`src/rtl/i2c_write_arbiter.sv`:
```
`default_nettype none
// ============================================================================
// Module   : i2c_write_arbiter
// Brief    : Round-robin arbiter and retry sequencer sharing one I2C write
//            engine among NUM_REQUESTERS clients. A NACKed write is retried
//            after RETRY_GAP_CYCLES idle clocks, up to MAX_RETRIES times.
//            Optional busy watchdog is built when I2C_ARBITER_WATCHDOG_EN
//            is defined; otherwise timeout is tied low.
// Revision : 1.0 - initial release
// ============================================================================
module i2c_write_arbiter #(
    parameter int NUM_REQUESTERS   = 4,
    parameter int MAX_RETRIES      = 3,
    parameter int RETRY_GAP_CYCLES = 1000,
    parameter int WATCHDOG_CYCLES  = 200000
) (
    input  logic                          clock,
    input  logic                          reset_n,
    input  logic [NUM_REQUESTERS-1:0]     req,
    input  logic [7*NUM_REQUESTERS-1:0]   address_in,
    input  logic [8*NUM_REQUESTERS-1:0]   value_in,
    output logic [NUM_REQUESTERS-1:0]     grant,
    output logic [NUM_REQUESTERS-1:0]     done,
    output logic [NUM_REQUESTERS-1:0]     fail,
    output logic [3:0]                    retry_count,
    output logic                          timeout,
    output logic [6:0]                    i2c_address,
    output logic [7:0]                    i2c_value,
    output logic                          i2c_start,
    input  logic                          i2c_busy,
    input  logic                          i2c_error
);

    localparam int c_idx_w = $clog2(NUM_REQUESTERS);
    localparam int c_gap_w = $clog2(RETRY_GAP_CYCLES + 1);

    localparam logic [c_idx_w-1:0] c_last_idx     = c_idx_w'(NUM_REQUESTERS - 1);
    localparam logic [c_gap_w-1:0] c_gap_last     = c_gap_w'(RETRY_GAP_CYCLES - 1);
    localparam logic [3:0]         c_max_retries  = 4'(MAX_RETRIES);

    localparam logic [2:0] c_st_idle      = 3'd0;
    localparam logic [2:0] c_st_start     = 3'd1;
    localparam logic [2:0] c_st_wait_busy = 3'd2;
    localparam logic [2:0] c_st_wait_done = 3'd3;
    localparam logic [2:0] c_st_check     = 3'd4;
    localparam logic [2:0] c_st_gap       = 3'd5;

    // Out-of-range configurations stop elaboration.
    if (NUM_REQUESTERS < 2 || NUM_REQUESTERS > 8 || MAX_RETRIES < 0 || MAX_RETRIES > 15 ||
        RETRY_GAP_CYCLES < 1 || WATCHDOG_CYCLES < 1) begin : g_param_check
        $error("i2c_write_arbiter: parameter out of range");
    end

    logic [2:0]                r_state;
    logic [c_idx_w-1:0]        r_pointer;
    logic [NUM_REQUESTERS-1:0] r_grant;
    logic [NUM_REQUESTERS-1:0] r_done;
    logic [NUM_REQUESTERS-1:0] r_fail;
    logic [3:0]                r_retry_count;
    logic [6:0]                r_address;
    logic [7:0]                r_value;
    logic [c_gap_w-1:0]        r_gap_cnt;

    logic [6:0]                w_addr_arr  [NUM_REQUESTERS];
    logic [7:0]                w_value_arr [NUM_REQUESTERS];
    logic                      w_found;
    logic [c_idx_w-1:0]        w_winner;
    logic [c_idx_w-1:0]        w_next_pointer;
    logic [NUM_REQUESTERS-1:0] w_onehot;
    logic                      w_pulse_active;

    // Split the packed requester buses into per-requester slices.
    for (genvar g = 0; g < NUM_REQUESTERS; g++) begin : g_unpack
        assign w_addr_arr[g]  = address_in[7*g +: 7];
        assign w_value_arr[g] = value_in[8*g +: 8];
    end

    // Round-robin search: first asserted req at or after the pointer, wrapping.
    always_comb begin : p_rr_search
        int                 v_idx;
        logic [c_idx_w-1:0] v_sel;
        w_found  = 1'b0;
        w_winner = '0;
        v_idx    = 0;
        v_sel    = '0;
        // Walk from farthest to nearest so the nearest hit is the final assignment.
        for (int k = NUM_REQUESTERS - 1; k >= 0; k--) begin
            v_idx = int'(r_pointer) + k;
            if (v_idx >= NUM_REQUESTERS) begin
                v_idx = v_idx - NUM_REQUESTERS;
            end
            v_sel = c_idx_w'(v_idx);
            if (req[v_sel]) begin
                w_found  = 1'b1;
                w_winner = v_sel;
            end
        end
    end

    assign w_next_pointer = (w_winner == c_last_idx) ? '0 : w_winner + 1'b1;
    assign w_onehot       = {{(NUM_REQUESTERS-1){1'b0}}, 1'b1} << w_winner;
    // The done/fail cycle is spent in IDLE; no arbitration happens in it, so a
    // requester that still holds req there is not re-granted on stale intent.
    assign w_pulse_active = |(r_done | r_fail);

`ifdef I2C_ARBITER_WATCHDOG_EN
    localparam int c_wd_w = $clog2(WATCHDOG_CYCLES + 1);
    localparam logic [c_wd_w-1:0] c_wd_last = c_wd_w'(WATCHDOG_CYCLES - 1);
    logic [c_wd_w-1:0] r_wd_cnt;
    logic              r_timeout;
    assign timeout = r_timeout;
`else
    assign timeout = 1'b0;
`endif

    // Arbitration, engine hand-shake, retry sequencing and result pulses.
    always_ff @(posedge clock or negedge reset_n) begin
        if (!reset_n) begin
            r_state       <= c_st_idle;
            r_pointer     <= '0;
            r_grant       <= '0;
            r_done        <= '0;
            r_fail        <= '0;
            r_retry_count <= '0;
            r_address     <= '0;
            r_value       <= '0;
            r_gap_cnt     <= '0;
`ifdef I2C_ARBITER_WATCHDOG_EN
            r_wd_cnt      <= '0;
            r_timeout     <= 1'b0;
`endif
        end else begin
            case (r_state)
                c_st_idle: begin
                    r_grant <= '0;
                    r_done  <= '0;
                    r_fail  <= '0;
                    // The engine has no reset, so a transfer still running
                    // from before a reset must drain before a new grant.
                    if (!w_pulse_active && w_found && !i2c_busy) begin
                        r_state       <= c_st_start;
                        r_grant       <= w_onehot;
                        r_address     <= w_addr_arr[w_winner];
                        r_value       <= w_value_arr[w_winner];
                        r_pointer     <= w_next_pointer;
                        r_retry_count <= '0;
`ifdef I2C_ARBITER_WATCHDOG_EN
                        r_timeout     <= 1'b0;
`endif
                    end
                end
                c_st_start: begin
`ifdef I2C_ARBITER_WATCHDOG_EN
                    r_wd_cnt <= '0;
`endif
                    r_state <= c_st_wait_busy;
                end
                c_st_wait_busy: begin
`ifdef I2C_ARBITER_WATCHDOG_EN
                    if (r_wd_cnt == c_wd_last) begin
                        r_fail    <= r_grant;
                        r_timeout <= 1'b1;
                        r_state   <= c_st_idle;
                    end else begin
                        r_wd_cnt <= r_wd_cnt + 1'b1;
                        if (i2c_busy) r_state <= c_st_wait_done;
                    end
`else
                    if (i2c_busy) r_state <= c_st_wait_done;
`endif
                end
                c_st_wait_done: begin
`ifdef I2C_ARBITER_WATCHDOG_EN
                    if (r_wd_cnt == c_wd_last) begin
                        r_fail    <= r_grant;
                        r_timeout <= 1'b1;
                        r_state   <= c_st_idle;
                    end else begin
                        r_wd_cnt <= r_wd_cnt + 1'b1;
                        if (!i2c_busy) r_state <= c_st_check;
                    end
`else
                    if (!i2c_busy) r_state <= c_st_check;
`endif
                end
                c_st_check: begin
                    if (!i2c_error) begin
                        r_done  <= r_grant;
                        r_state <= c_st_idle;
                    end else if (r_retry_count < c_max_retries) begin
                        r_retry_count <= r_retry_count + 4'd1;
                        r_gap_cnt     <= '0;
                        r_state       <= c_st_gap;
                    end else begin
                        r_fail  <= r_grant;
                        r_state <= c_st_idle;
                    end
                end
                c_st_gap: begin
                    // Latched address/value are reused for the retry.
                    if (r_gap_cnt == c_gap_last) begin
                        r_state <= c_st_start;
                    end else begin
                        r_gap_cnt <= r_gap_cnt + 1'b1;
                    end
                end
                default: r_state <= c_st_idle;
            endcase
        end
    end

    assign grant       = r_grant;
    assign done        = r_done;
    assign fail        = r_fail;
    assign retry_count = r_retry_count;
    assign i2c_address = r_address;
    assign i2c_value   = r_value;
    assign i2c_start   = (r_state == c_st_start);

endmodule
`default_nettype wire

```
`config.mk`:
```
export PLATFORM = sky130hd
export DESIGN_NAME = i2c_write_arbiter
export DESIGN_NICKNAME = d
export VERILOG_FILES = /design/src/rtl/i2c_write_arbiter.sv
export SDC_FILE = /design/constraint.sdc
export NUM_CORES = 1
export LEC_CHECK = 0
export BUFFER_PORTS_ARGS = -buffer_cell sky130_fd_sc_hd__buf_2
export CAP_MARGIN = 25
export CORE_ASPECT_RATIO = 0.75
export CORE_MARGIN = 4
export CORE_UTILIZATION = 49
export CTS_CLUSTER_DIAMETER = 120
export DETAILED_ROUTE_END_ITERATION = 16
export PLACE_DENSITY = 0.84
export SLEW_MARGIN = 15
export SYNTH_ARGS = -nofsm -noshare
export SYNTH_HDL_FRONTEND = slang
export SYNTH_SLANG_ARGS = --single-unit
```
`constraint.sdc`:
```
create_clock -name clock -period 2.5 [get_ports clock]
set_input_delay 0.5 -clock clock [delete_from_list [all_inputs] [get_ports clock]]
set_output_delay 0.5 -clock clock [all_outputs]
set_load 0.01 [all_outputs]
```
==> flow_metrics.py <==
metrics = {
    "worst_setup_path": {
        "worstPathCellList": "or2_2 -> nor2_2 -> nand2_1 -> a2111oi_0 -> a211oi_1",
        "rr_worst_depth": 5,
        "worstPathMaxFanout": 16,
        "crit_start": "r_state[1]",
        "crit_cells": 5,
        "crit_family": "simple AND/OR/NAND/NOR gates",
        "cp-start-kind": "register",
        "crit_slowest_cell": "a2111oi_0",
        "max_stage_delay_ns": 0.58,
        "path_buf_inv": 0,
        "reg2reg_from": "r_state[1]",
        "cp-end-kind": "register",
        "critPathRequiredTime_ns": 2.65,
        "crit_type": "register to register",
        "worstReg2RegEnd": "i2c_address[4]",
        "r2r_slack_ns": 0.21,
        "arrival_ns": 2.44,
        "worstSetupEndpoint": "i2c_address[4]",
    },
    "routing": {
        "routed_wl_microns": 7198,
        "route.detailed.drc": 0,
        "drt_pass1_iterations": 4,
        "vias": 2661,
        "ant_nets": 0,
        "drtIter0Drc": 125,
        "avgViaCountPerCell": 5.590,
        "routedWlPerCell_microns": 15.12,
    },
    "run": {
        "drv_cap": 0,
    },
    "logic_synthesis": {
        "synth_cells": 306,
        "synthFlopType": "dfrtp_1",
        "yosys_warnings": 0,
        "syn_nets": 380,
        "synth_edf_count": 0,
        "synthArstFlopShare_pct": 100.0,
        "yosys_register_bits": 46,
        "synth_area_sq_mm": 0.002689,
        "avgSynthCellArea_sq_um": 8.787,
        "yosysSeqAreaShare_pct": 42.81,
        "ys_types": 42,
    },
    "run_status": {
        "outcome": "finished, final reports clean",
    },
    "finish": {
        "syn_to_final_growth_pct": 24.66,
        "antenna_cells": 0,
        "mostFrequentLayoutCells": "99 x buf_2, 46 x dfrtp_1, 43 x nand2_1",
        "final_common_cell": "buf_2",
        "final_layout_size_suffix_gt1_share_pct": 30.42,
        "fin_util_pct": 62.96,
        "nets": 474,
    },
    "timing": {
        "hold_viol_final": 0,
        "finalCriticalPeriod_ns": 2.290,
        "rsz0062_at_grt": "false",
        "max_freq_ghz": 0.4368,
        "setup_tns_ns": 0,
        "slew_headroom_pct": 61.53,
        "fin_ws_ns": 0.2105,
        "finalSetupViolations": 0,
        "min_period_over_period_pct": 91.58,
        "hold_slack_ns": 0.1033,
        "tightest_slew_ns": 0.5771,
        "skew_ns": 0.01239,
        "final_max_slew_viol_count": 0,
    },
    "placement": {
        "place_congestion": 0.8133,
        "hpwl_microns": 5488,
        "preCtsSetupSlack_ns": 0.1034,
        "numPortBuffers": 99,
    },
    "power_and_ir_drop": {
        "vdd_drop_max_v": 0.0004394,
        "leakage_nw": 1.656,
        "power_density_mw_per_mm2": 908.6,
    },
    "floorplanning": {
        "boundaryPins": 101,
        "die_h_microns": 72.15,
        "start_util_pct": 50.51,
        "rows": 23,
        "design.core.area_sq_mm": 0.005324,
        "die_x_microns": 93.54,
        "die_area_sq_mm": 0.006749,
    },
    "clock_network": {
        "clock_latency_ns": 0.29,
        "cts_hold_buf": 0,
        "cts_resized": 0,
        "cts_tree": "done",
        "htreeDepth": 2,
        "numClockSinks": 46,
        "root_buffer": "clkbuf_8",
        "cts_setup_buffers": 0,
        "cts_buffers": 5,
        "cts_max_path_buffers": 2,
        "path_clk_slew_ns": 0.09,
    },
    "global_routing": {
        "grt_max_degree": 26,
        "grt.met3_usage_pct": 4.767,
        "use_met2_pct": 35.74,
        "grt.busiest_layer": "met2",
        "grt_pass1_vias": 2470,
        "met1_usage_pct": 28.07,
        "overflow": 0,
        "grt_pass1_wl_microns": 11550,
        "grt_usage_pct": 21.37,
        "antenna_found_initial": 0,
    },
    "worst_hold_path": {
        "hold_path.class": "input port to async pin",
    },
}
[Yosys cell counts, types with 9 or more instances]
master	instances	area share, %
dfrtp_1	46	43
nand2_1	43	6.0
nor2_1	31	4.3
nor3_1	19	3.5
a211oi_1	17	4.7
mux2i_1	16	6.0
o21ai_0	16	3.0
a2111oi_0	15	4.9
nand3_1	12	2.2
a21oi_1	10	1.9
clkbuf_1	10	1.4
inv_1	9	1.3
[kinds of logic (layout without fill, tap and decap cells)]
family	after synthesis	in the layout	share of synthesized area [%]
compound gates	68	68	17.45
mux	17	17	6.375
flops	46	46	42.81
other cells	1	1	0.1395
simple gates	131	131	22.85
fa+ha+maj	6	6	2.792
xor+xnor	6	6	1.954
buf+inv	31	126	5.630
[sequential cells by signal, indices dropped and copies added, names as in the netlist]
register,count
retry_count,4
r_state,3
done,4
i2c_value,8
fail,4
grant,4
r_gap_cnt,10
i2c_address,7
r_pointer,2
[through the flow]
stage                     instance area [sq um]  cells  total power [W]
after floorplan                            2689    306         0.002034
after global placement                     3244    468         0.002457
after detailed placement                   3244    468         0.002506
after CTS                                  3351    476         0.003063
after global routing                       3352    476         0.003278
final                                      3352    476         0.003046
[area by class of cell]
type                    instances  area (sq um)
flip-flops and latches         46          1151
fillers                       473          1972
repair buffers                108         575.6
clock buffers                   7         76.32
well taps                      75         93.84
inverters                      10         37.54
clock inverters                 1         30.03
multi-input cells             229          1388
[where the power goes]
group          internal, W  switching [W]
Combinational     0.000542       0.000793
Sequential        0.000970       0.000193
Clock             0.000300       0.000248
Total              0.00181        0.00123
[how the worst min path moves through the flow]
stage             from      end  cells past startpoint
2_1_floorplan  reset_n  done[0]                      0
3_3_place_gp   reset_n  done[1]                      1
3_5_place_dp   reset_n  done[1]                      1
4_1_cts        reset_n  done[1]                      1
5_1_grt        reset_n  done[1]                      1
6_report       reset_n  done[1]                      1
[layer usage]
layer	share of wire [%]	wire, microns	vias up
met3	7.3	527	14
met4	1.8	127	0
met2	49	3559	118
met1	41	2984	1244
li1	-	-	1285
met5	0	0	-
Note: power is estimated with default switching activity, not from simulation.
